### config.mk
export PLATFORM = sky130hd
export DESIGN_NAME = fetch_queue
export DESIGN_NICKNAME = d
export VERILOG_FILES = /design/src/rtl/fetch_queue.sv
export SDC_FILE = /design/constraint.sdc
export NUM_CORES = 1
export LEC_CHECK = 0
export ABC_CLOCK_PERIOD_IN_PS = 3820
export CAP_MARGIN = 25
export CELL_PAD_IN_SITES_DETAIL_PLACEMENT = 1
export CELL_PAD_IN_SITES_GLOBAL_PLACEMENT = 1
export CORE_UTILIZATION = 51
export DETAILED_ROUTE_END_ITERATION = 6
export GPL_ROUTABILITY_DRIVEN = 1
export PLACE_DENSITY = 0.83
export SKIP_CTS_REPAIR_TIMING = 1
export SYNTH_ARGS = -nofsm -noshare
export SYNTH_HDL_FRONTEND = slang
export SYNTH_SLANG_ARGS = --single-unit
### constraint.sdc
create_clock -name clk -period 3.82 [get_ports clk]
set_clock_uncertainty 0.1 [all_clocks]
set_input_delay 0.955 -clock clk [delete_from_list [all_inputs] [get_ports clk]]
set_output_delay 0.955 -clock clk [all_outputs]
set_load 0.005 [all_outputs]
### src/rtl/fetch_queue.sv
// Instruction fetch stage: owns the pc, captures ROM words into a DEPTH-entry
// {pc, instr} queue and hands them to decode. Optional counters: FETCH_PERF_EN.
module fetch_queue #(
    parameter int          DEPTH      = 4,
    parameter int          IMEM_WORDS = 400,
    parameter logic [31:0] RESET_PC   = 32'd0
) (
    input  logic        clk,
    input  logic        rst_n,
    output logic [31:0] pc_o,
    input  logic [31:0] instr_i,
    input  logic        redirect_i,
    input  logic [31:0] redirect_pc_i,
    output logic        id_valid_o,
    input  logic        id_ready_i,
    output logic [31:0] id_instr_o,
    output logic [31:0] id_pc_o,
    output logic        fetch_done_o
`ifdef FETCH_PERF_EN
    ,
    output logic [31:0] perf_fetched_o,
    output logic [15:0] perf_flush_o,
    output logic [31:0] perf_full_o
`endif
);

    localparam int          AW         = $clog2(DEPTH);
    localparam logic [AW:0] FULL_CNT   = (AW + 1)'(DEPTH);
    localparam logic [31:0] IMEM_LIMIT = 32'(IMEM_WORDS);

    logic [31:0]   pc_q, pc_d;
    logic [AW-1:0] wr_ptr_q, wr_ptr_d;
    logic [AW-1:0] rd_ptr_q, rd_ptr_d;
    logic [AW:0]   count_q, count_d;
    logic [31:0]   ent_pc_q    [DEPTH];
    logic [31:0]   ent_pc_d    [DEPTH];
    logic [31:0]   ent_instr_q [DEPTH];
    logic [31:0]   ent_instr_d [DEPTH];

    logic in_range;
    logic full;
    logic push;
    logic pop;

    assign in_range = (pc_q < IMEM_LIMIT);
    assign full     = (count_q == FULL_CNT);
    // Push looks only at the registered count, so a pop never frees a slot for the same edge.
    assign push     = !redirect_i && !full && in_range;
    assign pop      = !redirect_i && id_valid_o && id_ready_i;

    assign pc_o         = pc_q;
    assign fetch_done_o = !in_range;
    assign id_valid_o   = (count_q != '0);
    assign id_pc_o      = id_valid_o ? ent_pc_q[rd_ptr_q] : 32'd0;
    assign id_instr_o   = id_valid_o ? ent_instr_q[rd_ptr_q] : 32'd0;

    always_comb begin
        pc_d        = pc_q;
        wr_ptr_d    = wr_ptr_q;
        rd_ptr_d    = rd_ptr_q;
        count_d     = count_q;
        ent_pc_d    = ent_pc_q;
        ent_instr_d = ent_instr_q;
        if (redirect_i) begin
            pc_d     = redirect_pc_i;
            wr_ptr_d = '0;
            rd_ptr_d = '0;
            count_d  = '0;
        end else begin
            if (push) begin
                ent_pc_d[wr_ptr_q]    = pc_q;
                ent_instr_d[wr_ptr_q] = instr_i;
                wr_ptr_d              = wr_ptr_q + 1'b1;
                pc_d                  = pc_q + 32'd1;
            end
            if (pop) begin
                rd_ptr_d = rd_ptr_q + 1'b1;
            end
            case ({push, pop})
                2'b10:   count_d = count_q + 1'b1;
                2'b01:   count_d = count_q - 1'b1;
                default: count_d = count_q;
            endcase
        end
    end

    always_ff @(posedge clk or negedge rst_n) begin
        if (!rst_n) begin
            pc_q     <= RESET_PC;
            wr_ptr_q <= '0;
            rd_ptr_q <= '0;
            count_q  <= '0;
            for (int i = 0; i < DEPTH; i++) begin
                ent_pc_q[i]    <= 32'd0;
                ent_instr_q[i] <= 32'd0;
            end
        end else begin
            pc_q        <= pc_d;
            wr_ptr_q    <= wr_ptr_d;
            rd_ptr_q    <= rd_ptr_d;
            count_q     <= count_d;
            ent_pc_q    <= ent_pc_d;
            ent_instr_q <= ent_instr_d;
        end
    end

`ifdef FETCH_PERF_EN
    logic [31:0] perf_fetched_q, perf_fetched_d;
    logic [15:0] perf_flush_q, perf_flush_d;
    logic [31:0] perf_full_q, perf_full_d;

    always_comb begin
        perf_fetched_d = perf_fetched_q + {31'd0, push};
        perf_flush_d   = perf_flush_q + {15'd0, redirect_i};
        perf_full_d    = perf_full_q + {31'd0, (full && in_range)};
    end

    always_ff @(posedge clk or negedge rst_n) begin
        if (!rst_n) begin
            perf_fetched_q <= 32'd0;
            perf_flush_q   <= 16'd0;
            perf_full_q    <= 32'd0;
        end else begin
            perf_fetched_q <= perf_fetched_d;
            perf_flush_q   <= perf_flush_d;
            perf_full_q    <= perf_full_d;
        end
    end

    assign perf_fetched_o = perf_fetched_q;
    assign perf_flush_o   = perf_flush_q;
    assign perf_full_o    = perf_full_q;
`endif

endmodule
# ---- Word level (Yosys, flattened, before mapping)
# Cells that the tools add are included.
dict set report word_totals {
  reg_bits 295
  in_bits 68
  output_inout_bits 98
}
dict set report classes {
  addsub 5
  magnitude_cmp 4
  eq_ne 3
  mux 20
  bitwise 3
  reduce_logical 13
}
# cell n
set op_table {}
lappend op_table {{$mux 32} 9}
lappend op_table {{$bwmux 128} 2}
lappend op_table {{$bmux 32 s2} 2}
lappend op_table {{$demux 32 s2} 1}
lappend op_table {{$add 32x1->32 const B} 1}
lappend op_table {{$lt 32x9->1 const B} 1}
lappend op_table {{$mux 2} 4}
lappend op_table {{$ge 3x3->1 const B} 2}
lappend op_table {{$not 2->3} 2}
lappend op_table {{$pmux 3 s2} 1}
lappend op_table {{$reduce_bool 3->1} 2}
lappend op_table {{$logic_and 1x1->1} 5}
lappend op_table {{$add 2x1->2 const B} 2}
lappend op_table {{$reduce_bool 2->1} 2}
lappend op_table {{$add 3x1->3 const B} 1}
lappend op_table {{$eq 3x3->1 const B} 1}
lappend op_table {{$logic_not 1->1} 3}
lappend op_table {{$lt 3x1->1 const B} 1}
lappend op_table {{$mux 3} 1}
lappend op_table {{$sub 3x1->3 const B} 1}
lappend op_table {{$eq 2x1->1 const B} 1}
lappend op_table {{$eq 2x2->1 const B} 1}
lappend op_table {{$reduce_and 2->1} 1}
lappend op_table {{$not 1->1} 1}

# ---- Longest topological paths before layout
# Gate-level depths: netlist of the first run.
dict set report logic_depth {
  ltp_word 7
  depth_mapped 9
  depth_no_buf 7
}

# ---- Worst setup path after synthesis of the first run
# Ideal clock, no wire load.
dict set report synth_timing {
  path_kind {flip-flop to output port}
  from {register rd_ptr_q[0]}
  to {output port id_instr_o[10]}
  arrival_time_ns 1.802
  slack_ns 0.963
  stages_incl_launch_ff 5
  n_path_buf 2
  cell_sequence {dfrtp_1 buf_1 buf_2 mux4_2 and2_1}
}
dict set report synth_between {
  elab_chain_cells 5
}
# item line_no
set synth_rtl {}
lappend synth_rtl {{start: declaration} 33} ;# logic [AW-1:0] rd_ptr_q, rd_ptr_d;
lappend synth_rtl {{start signal: assignment} 100} ;# rd_ptr_q <= rd_ptr_d;
lappend synth_rtl {{$not 2->3 (implied by the code)} 55} ;# assign id_instr_o = id_valid_o ? ent_instr_q[rd_ptr_q] : 32'd0;
lappend synth_rtl {{$bmux 32 s2} 55}
lappend synth_rtl {{$mux 32 (implied by the code) (2 in series)} 55}
lappend synth_rtl {{$mux 32} 55}
lappend synth_rtl {{end: declaration} 16} ;# output logic [31:0] id_instr_o,
# Every way passes these cells. The select of a mux whose other input is x is not followed.

# ---- Final worst setup path of the first run
dict set report layout_timing {
  from {register rd_ptr_q[0]}
  to {output port id_instr_o[25]}
}
# Same word-level chain as after synthesis.

==> results of run 1 <==
[critical path: stages, from the launching register on]
cell and delay (ns):
sky130_fd_sc_hd__dfrtp_4 0.58, sky130_fd_sc_hd__buf_4 0.31, sky130_fd_sc_hd__mux4_2 0.53, sky130_fd_sc_hd__and2_1 0.18, sky130_fd_sc_hd__clkdlybuf4s50_1 0.47
[layer usage]
layer / share of wire, % / up-vias
met5: 0 / -
met4: 1.1 / 0
met3: 4.3 / 32
met2: 50 / 185
met1: 45 / 4040
li1: - / 3378
[metrics by stage]
stage / instance area, µm² / total power, µW / std cells / TNS (ns) / hold WS (ns)
final: 16500 / 6640 / 1384 / 0 / 0.369
after floorplan: 13400 / 3320 / 858 / 0 / 0.348
after global routing: 16500 / 6880 / 1384 / 0 / 0.394
after global placement: 15400 / 3560 / 1322 / 0 / 0.363
after detailed placement: 15400 / 3570 / 1323 / 0 / 0.365
after CTS: 16500 / 6740 / 1384 / -0.351 / 0.374
[path summary, 6_finish.rpt]
check,cells after the start,to
setup / recovery,4,id_instr_o[25]
hold / removal,1,ent_instr_q[40]
setup reg to reg,8,count_q[1]
hold reg to reg,1,ent_pc_q[14]
max in group asynchronous,2,ent_pc_q[115]
min in group clk,1,ent_pc_q[14]
[sequential cells by signal (all words and copies together) (netlist names)]
| register | cells |
|---|---|
| ent_instr_q | 128 |
| count_q | 3 |
| wr_ptr_q | 2 |
| pc_o | 32 |
| ent_pc_q | 128 |
| rd_ptr_q | 2 |
[report_power, final]
group	internal, µW	switching (µW)	total [µW]
Sequential	3160	50.5	3210
Clock	1870	1260	3130
Combinational	165	137	302
Total	5200	1450	6640
[cell usage in the layout, fill, tap and decap left out, drive strengths merged, types with 9 or more instances in the layout]
cell	netlist	final
o21ai	10	10
and2	156	156
nand2	11	11
nor4	9	9
clkbuf	29	49
mux2	189	189
clkdlybuf4s50	0	163
buf	29	25
clkinv	0	9
dfrtp	295	295
mux4	64	64
[layout make-up]
cell class	instances	area share (%)
clock buffer	49	5.98
clock inverter	12	0.575
inverter	5	0.114
multi-input combinational	500	34.4
sequential	295	44.7
tap	335	2.54
timing repair buffer	188	11.7
[cells by family (layout without fill, tap and decap cells)]
group / after synthesis / in the layout / share of synthesized area [%]
buffers and inverters: 63 / 254 / 2.79
XOR/XNOR: 12 / 12 / 0.782
AO/OA/AOI/OAI: 17 / 17 / 0.819
AND/OR/NAND/NOR: 209 / 209 / 10.2
flip-flops: 295 / 295 / 54.9
adder cells (fa/ha/maj): 6 / 6 / 0.614
multiplexers: 256 / 256 / 29.9
==> implementation parameters, run 1 <==
Parameter                              Value

Outcome
  Status ... completed

Global routing
  Global-route congestion overflow total ... 0
  Met1 track demand over resource in global routing ... 34.0%
  Global-route wire length before repair ... 49,800 µm
  Number of global-route vias before repair ... 8,682
  Met2 layer usage reported by global route ... 39.3%
  Met3 demand-to-capacity share in global routing ... 4.07%
  Gr busiest metal ... met2
  Pin count of the biggest net entering global routing ... 77
  Number of antenna violations at the first check in global routing ... 0
  GRT Resource Usage Total ... 24.1%

Routing
  DR iter-0 viols ... 430
  Wirelength per Cell ... 22.1 µm
  Antenna Violating Nets Remaining ... 0
  DRC violations left ... 0
  Total routed wirelength ... 30,600 µm
  Vias per inst ... 5.52
  Detailed-router iteration count before antenna repair ... 4
  Via total after detailed routing ... 7,635

Timing
  Min Clock Period, post-route ... 3.62 ns
  Setup repair after global routing missed its margin ... false
  Post-route clock period utilization ... 94.9%
  Relative slew slack ... 36.4%
  Fin. max-slew vios ... 0
  Worst Tran Pin Value ... 0.954 ns
  FMAX ... 276 MHz
  PnR worst setup slack ... 0.196 ns
  Final hold violations ... 0
  Final setup violating endpoints ... 0

Synth
  Syn_area_per_cell ... 15.7 µm²
  Number of enable-type register cells in the synthesized netlist ... 0
  Synthesis-stage register bit count ... 295
  Leading area contributor after synthesis ... sky130_fd_sc_hd__dfrtp_1
  Cell area after technology mapping ... 13,400 µm²
  Cell types occupying the most area after synthesis ... sky130_fd_sc_hd__dfrtp_1 (55%), sky130_fd_sc_hd__mux2_4 (12%), sky130_fd_sc_hd__mux4_2 (11%)
  Number of instances in the synthesized netlist ... 858
  Syn nets ... 932
  Number of distinct standard cells referenced by the synthesized netlist ... 43
  Ys async rst share ... 100%
  Yosys warning total ... 0
  Top post-synthesis cells by count ... sky130_fd_sc_hd__dfrtp_1 (295), sky130_fd_sc_hd__and2_1 (156), sky130_fd_sc_hd__mux2_4 (111)
  Post-synth top flop ... sky130_fd_sc_hd__dfrtp_1
  Most common cell in the synthesized netlist ... sky130_fd_sc_hd__dfrtp_1
  Proportion of netlist area held by the largest area contributor ... 54.9%
  Post-synthesis sequential area ratio ... 54.9%

Floorplanning
  IO Pins ... 166
  X dimension of the die ... 164 µm
  Vert. Die Dim ... 164 µm
  Initial core utilization ... 51.7%
  Site Rows ... 59
  Core Region ... 26,000 µm²
  Die footprint ... 27,000 µm²

Critical path
  Critical path startpoint category ... flop
  Reg2Reg Launch Point ... pc_o[17]
  Crit path max fanout ... 11
  Crit path from ... rd_ptr_q[0]
  Critical path type ... reg2out
  Worst setup slack for register-to-register paths ... 0.73 ns
  Kind of capture point of the worst setup path ... output pin
  Data arrival, critical path ... 2.57 ns
  Required time at the endpoint of the critical path ... 2.76 ns

Cells and area
  Multi-input combinational cell area ... 5690 µm²
  Register area ... 7390 µm²
  Layout Nets ... 1,098
  Fraction of layout instances using a drive strength above 1 ... 28.1%
  Inserted Diodes ... 0
  Filler cell count ... 2,367
  Util after Layout ... 63.6%
  Area Growth Syn to Fin ... 23.0%

Placed design
  Final HPWL DP ... 18,500 µm
  PortBufs ... 165
  GPL Wtd Cong ... 0.712
  Minimum setup slack after placement ... 0.496 ns

Clock tree
  CTS clock-pin slew for the worst setup and hold paths ... 0.06 ns
  Root Buffer ... sky130_fd_sc_hd__clkbuf_16
  Number of sinks driven by the clock tree ... 295
  Clk_lat worst skew ... 0.50 ns
  Num CTS Buffers ... 34
  Depth of the CTS H-tree ... 2
  Worst-case clock buffer depth ... 3
  CTS tree ... yes

Flow run
  Number of max-cap violations ... 0

Power
  Leakage power summed over all cells ... 0.00801 µW
  Total power density per cell area ... 402 nW/µm²
  Maximum resistive drop on vdd ... 0.000356 V

Min path
  Worst min-delay path category ... in2async
No activity file was read; power rests on OpenSTA's default activity.
==> inputs of run 2 (changes only) <==
--- a/config.mk
+++ b/config.mk
@@ -5,14 +5,14 @@
 export SDC_FILE = /design/constraint.sdc
 export NUM_CORES = 1
 export LEC_CHECK = 0
-export ABC_CLOCK_PERIOD_IN_PS = 3820
+export ABC_CLOCK_PERIOD_IN_PS = 3900
 export CAP_MARGIN = 25
 export CELL_PAD_IN_SITES_DETAIL_PLACEMENT = 1
 export CELL_PAD_IN_SITES_GLOBAL_PLACEMENT = 1
-export CORE_UTILIZATION = 51
+export CORE_UTILIZATION = 47
 export DETAILED_ROUTE_END_ITERATION = 6
 export GPL_ROUTABILITY_DRIVEN = 1
-export PLACE_DENSITY = 0.83
+export PLACE_DENSITY = 0.77
 export SKIP_CTS_REPAIR_TIMING = 1
 export SYNTH_ARGS = -nofsm -noshare
 export SYNTH_HDL_FRONTEND = slang
==> constraint.sdc (replaced) <==
create_clock -name clk -period 3.9 [get_ports clk]
set_clock_uncertainty 0.1 [all_clocks]
set_input_delay 0.975 -clock clk [delete_from_list [all_inputs] [get_ports clk]]
set_output_delay 0.975 -clock clk [all_outputs]
set_load 0.005 [all_outputs]
==> run 2 against run 1 <==
Sequential power down 2%. Critical path depth unchanged. Final area up 0.54%. Largest power group is now the clock network. Highest routed layer unchanged.
==> implementation parameters, run 2 (synthesized netlist as in run 1, its figures left out) <==
Parameter                              Value

Outcome
  Status ... completed

Cells and area
  Layout Nets ... 1,097
  Filler cell count ... 2,594
  Most frequent cells in the layout ... sky130_fd_sc_hd__dfrtp_1 (293), sky130_fd_sc_hd__clkdlybuf4s50_1 (163), sky130_fd_sc_hd__and2_1 (156), sky130_fd_sc_hd__mux2_4 (111), sky130_fd_sc_hd__mux4_2 (64)
  Area Growth Syn to Fin ... 23.6%
  Fraction of layout instances using a drive strength above 1 ... 28.0%
  Multi-input combinational cell area ... 5690 µm²
  Leading cell type in the layout, fill and taps excluded ... sky130_fd_sc_hd__dfrtp_1
  Inserted Diodes ... 0
  Register area ... 7390 µm²

Timing
  Worst Tran Pin Value ... 0.925 ns
  FMAX ... 271 MHz
  Final setup violating endpoints ... 0
  Setup repair after global routing missed its margin ... false
  Hold Slack ... 0.380 ns
  Post-route clock period utilization ... 94.5%
  Relative slew slack ... 38.3%
  Final-layout setup total negative slack ... 0 ns
  Min Clock Period, post-route ... 3.69 ns
  Final hold violations ... 0
  Fin. max-slew vios ... 0

Clock tree
  Clk_lat worst skew ... 0.50 ns
  CTS tree ... yes
  Depth of the CTS H-tree ... 2
  Number of sinks driven by the clock tree ... 295
  Num CTS Buffers ... 34
  Root Buffer ... sky130_fd_sc_hd__clkbuf_16
  Worst-case clock buffer depth ... 3
  CTS clock-pin slew for the worst setup and hold paths ... 0.06 ns

Critical path
  Critical path type ... reg2out
  Required time at the endpoint of the critical path ... 2.82 ns
  Kind of capture point of the worst setup path ... output pin
  Critical path startpoint category ... flop
  Data arrival, critical path ... 2.61 ns
  Crit path max fanout ... 16

Min path
  Worst min-delay path category ... reg2reg

Routing
  Wirelength per Cell ... 21.4 µm
  DR iter-0 viols ... 388
  Detailed-router iteration count before antenna repair ... 4
  DRC violations left ... 0
  Antenna Violating Nets Remaining ... 0
  Total routed wirelength ... 30,500 µm
  Via total after detailed routing ... 7,608
  Vias per inst ... 5.34

Power
  Total power density per cell area ... 398 nW/µm²
  Maximum resistive drop on vdd ... 0.000254 V
  Leakage power summed over all cells ... 0.00803 µW

Floorplanning
  Vert. Die Dim ... 171 µm
  Die footprint ... 29,300 µm²
  Initial core utilization ... 48.1%
  X dimension of the die ... 171 µm
  IO Pins ... 166
  Site Rows ... 61
  Core Region ... 27,900 µm²

Placed design
  PortBufs ... 165
  Final HPWL DP ... 18,600 µm
  GPL Wtd Cong ... 0.715

Global routing
  Global-route congestion overflow total ... 0
  Number of global-route vias before repair ... 8,800
  Global-route wire length before repair ... 50,400 µm
  Number of antenna violations at the first check in global routing ... 0
  Pin count of the biggest net entering global routing ... 86
  GRT Resource Usage Total ... 22.3%

Flow run
  Number of max-cap violations ... 0
run 2: changes by cell type in the layout (fill, tap and decap cells not counted), sizes merged:
cell / change
buf: -1
clkbuf: +3
clkinv: -4
inv: -1
run 2: area by class of cell:
cell class / count / area share [%]
Clock buffer: 52 / 6.39
Clock inverter: 7 / 0.376
Inverter: 5 / 0.113
Multi-Input combinational cell: 500 / 34.2
Sequential cell: 295 / 44.4
Tap cell: 378 / 2.85
Timing Repair Buffer: 187 / 11.6
run 2: routing by layer:
metal | global-route usage [%] | routed length [µm] | vias to the layer above
li1 | - | - | 3359
met1 | 31.5 | 13900 | 4034
met2 | 35.9 | 14700 | 169
met3 | 4.16 | 1420 | 46
met4 | 5.28 | 527 | 0
met5 | 0 | 0 | -
run 2: path summary, 6_finish.rpt:
path,cells past startpoint,startpoint,to,slack [ns]
setup / recovery,4,rd_ptr_q[0],id_pc_o[8],0.21
hold / removal,1,ent_pc_q[14],ent_pc_q[14],0.38
setup reg to reg,7,pc_o[29],ent_instr_q[112],0.96
hold reg to reg,1,ent_pc_q[14],ent_pc_q[14],0.38
max in group asynchronous,2,rst_n,ent_instr_q[13],2.51
min in group asynchronous,1,rst_n,ent_instr_q[8],0.39
run 2: report_power, final:
group          total (µW)  switching (µW)  internal [µW]
logic                 298             135            163
registers            3140            49.5           3090
clock network        3180            1240           1940
total                6620            1420           5200
run 2: critical path, stage by stage, from the launching register on:
cell	delay, ns
sky130_fd_sc_hd__dfrtp_4	0.65
sky130_fd_sc_hd__buf_4	0.29
sky130_fd_sc_hd__mux4_2	0.55
sky130_fd_sc_hd__and2_1	0.18
sky130_fd_sc_hd__clkdlybuf4s50_1	0.44
run 2: stage by stage:
step | instance area, µm² | util, % | total power [µW] | setup slack (ns) | std cells
2_1_floorplan | 13400 | - | 3250 | 1.02 | 858
3_3_place_gp | 15500 | 55.5 | 3490 | 0.723 | 1365
3_5_place_dp | 15500 | 55.5 | 3500 | 0.711 | 1365
4_1_cts | 16600 | 59.5 | 6700 | 0.158 | 1424
5_1_grt | 16600 | 59.5 | 6850 | 0.0950 | 1424
6_report | 16600 | 59.5 | 6620 | 0.213 | 1424
==> inputs of run 3 (changes only) <==
--- a/config.mk
+++ b/config.mk
@@ -14,6 +14,7 @@
 export GPL_ROUTABILITY_DRIVEN = 1
 export PLACE_DENSITY = 0.77
 export SKIP_CTS_REPAIR_TIMING = 1
+export SLEW_MARGIN = 0
 export SYNTH_ARGS = -nofsm -noshare
 export SYNTH_HDL_FRONTEND = slang
 export SYNTH_SLANG_ARGS = --single-unit
==> results of run 3 <==
No change in the layout: final DEF, timing and power equal those of run 2.
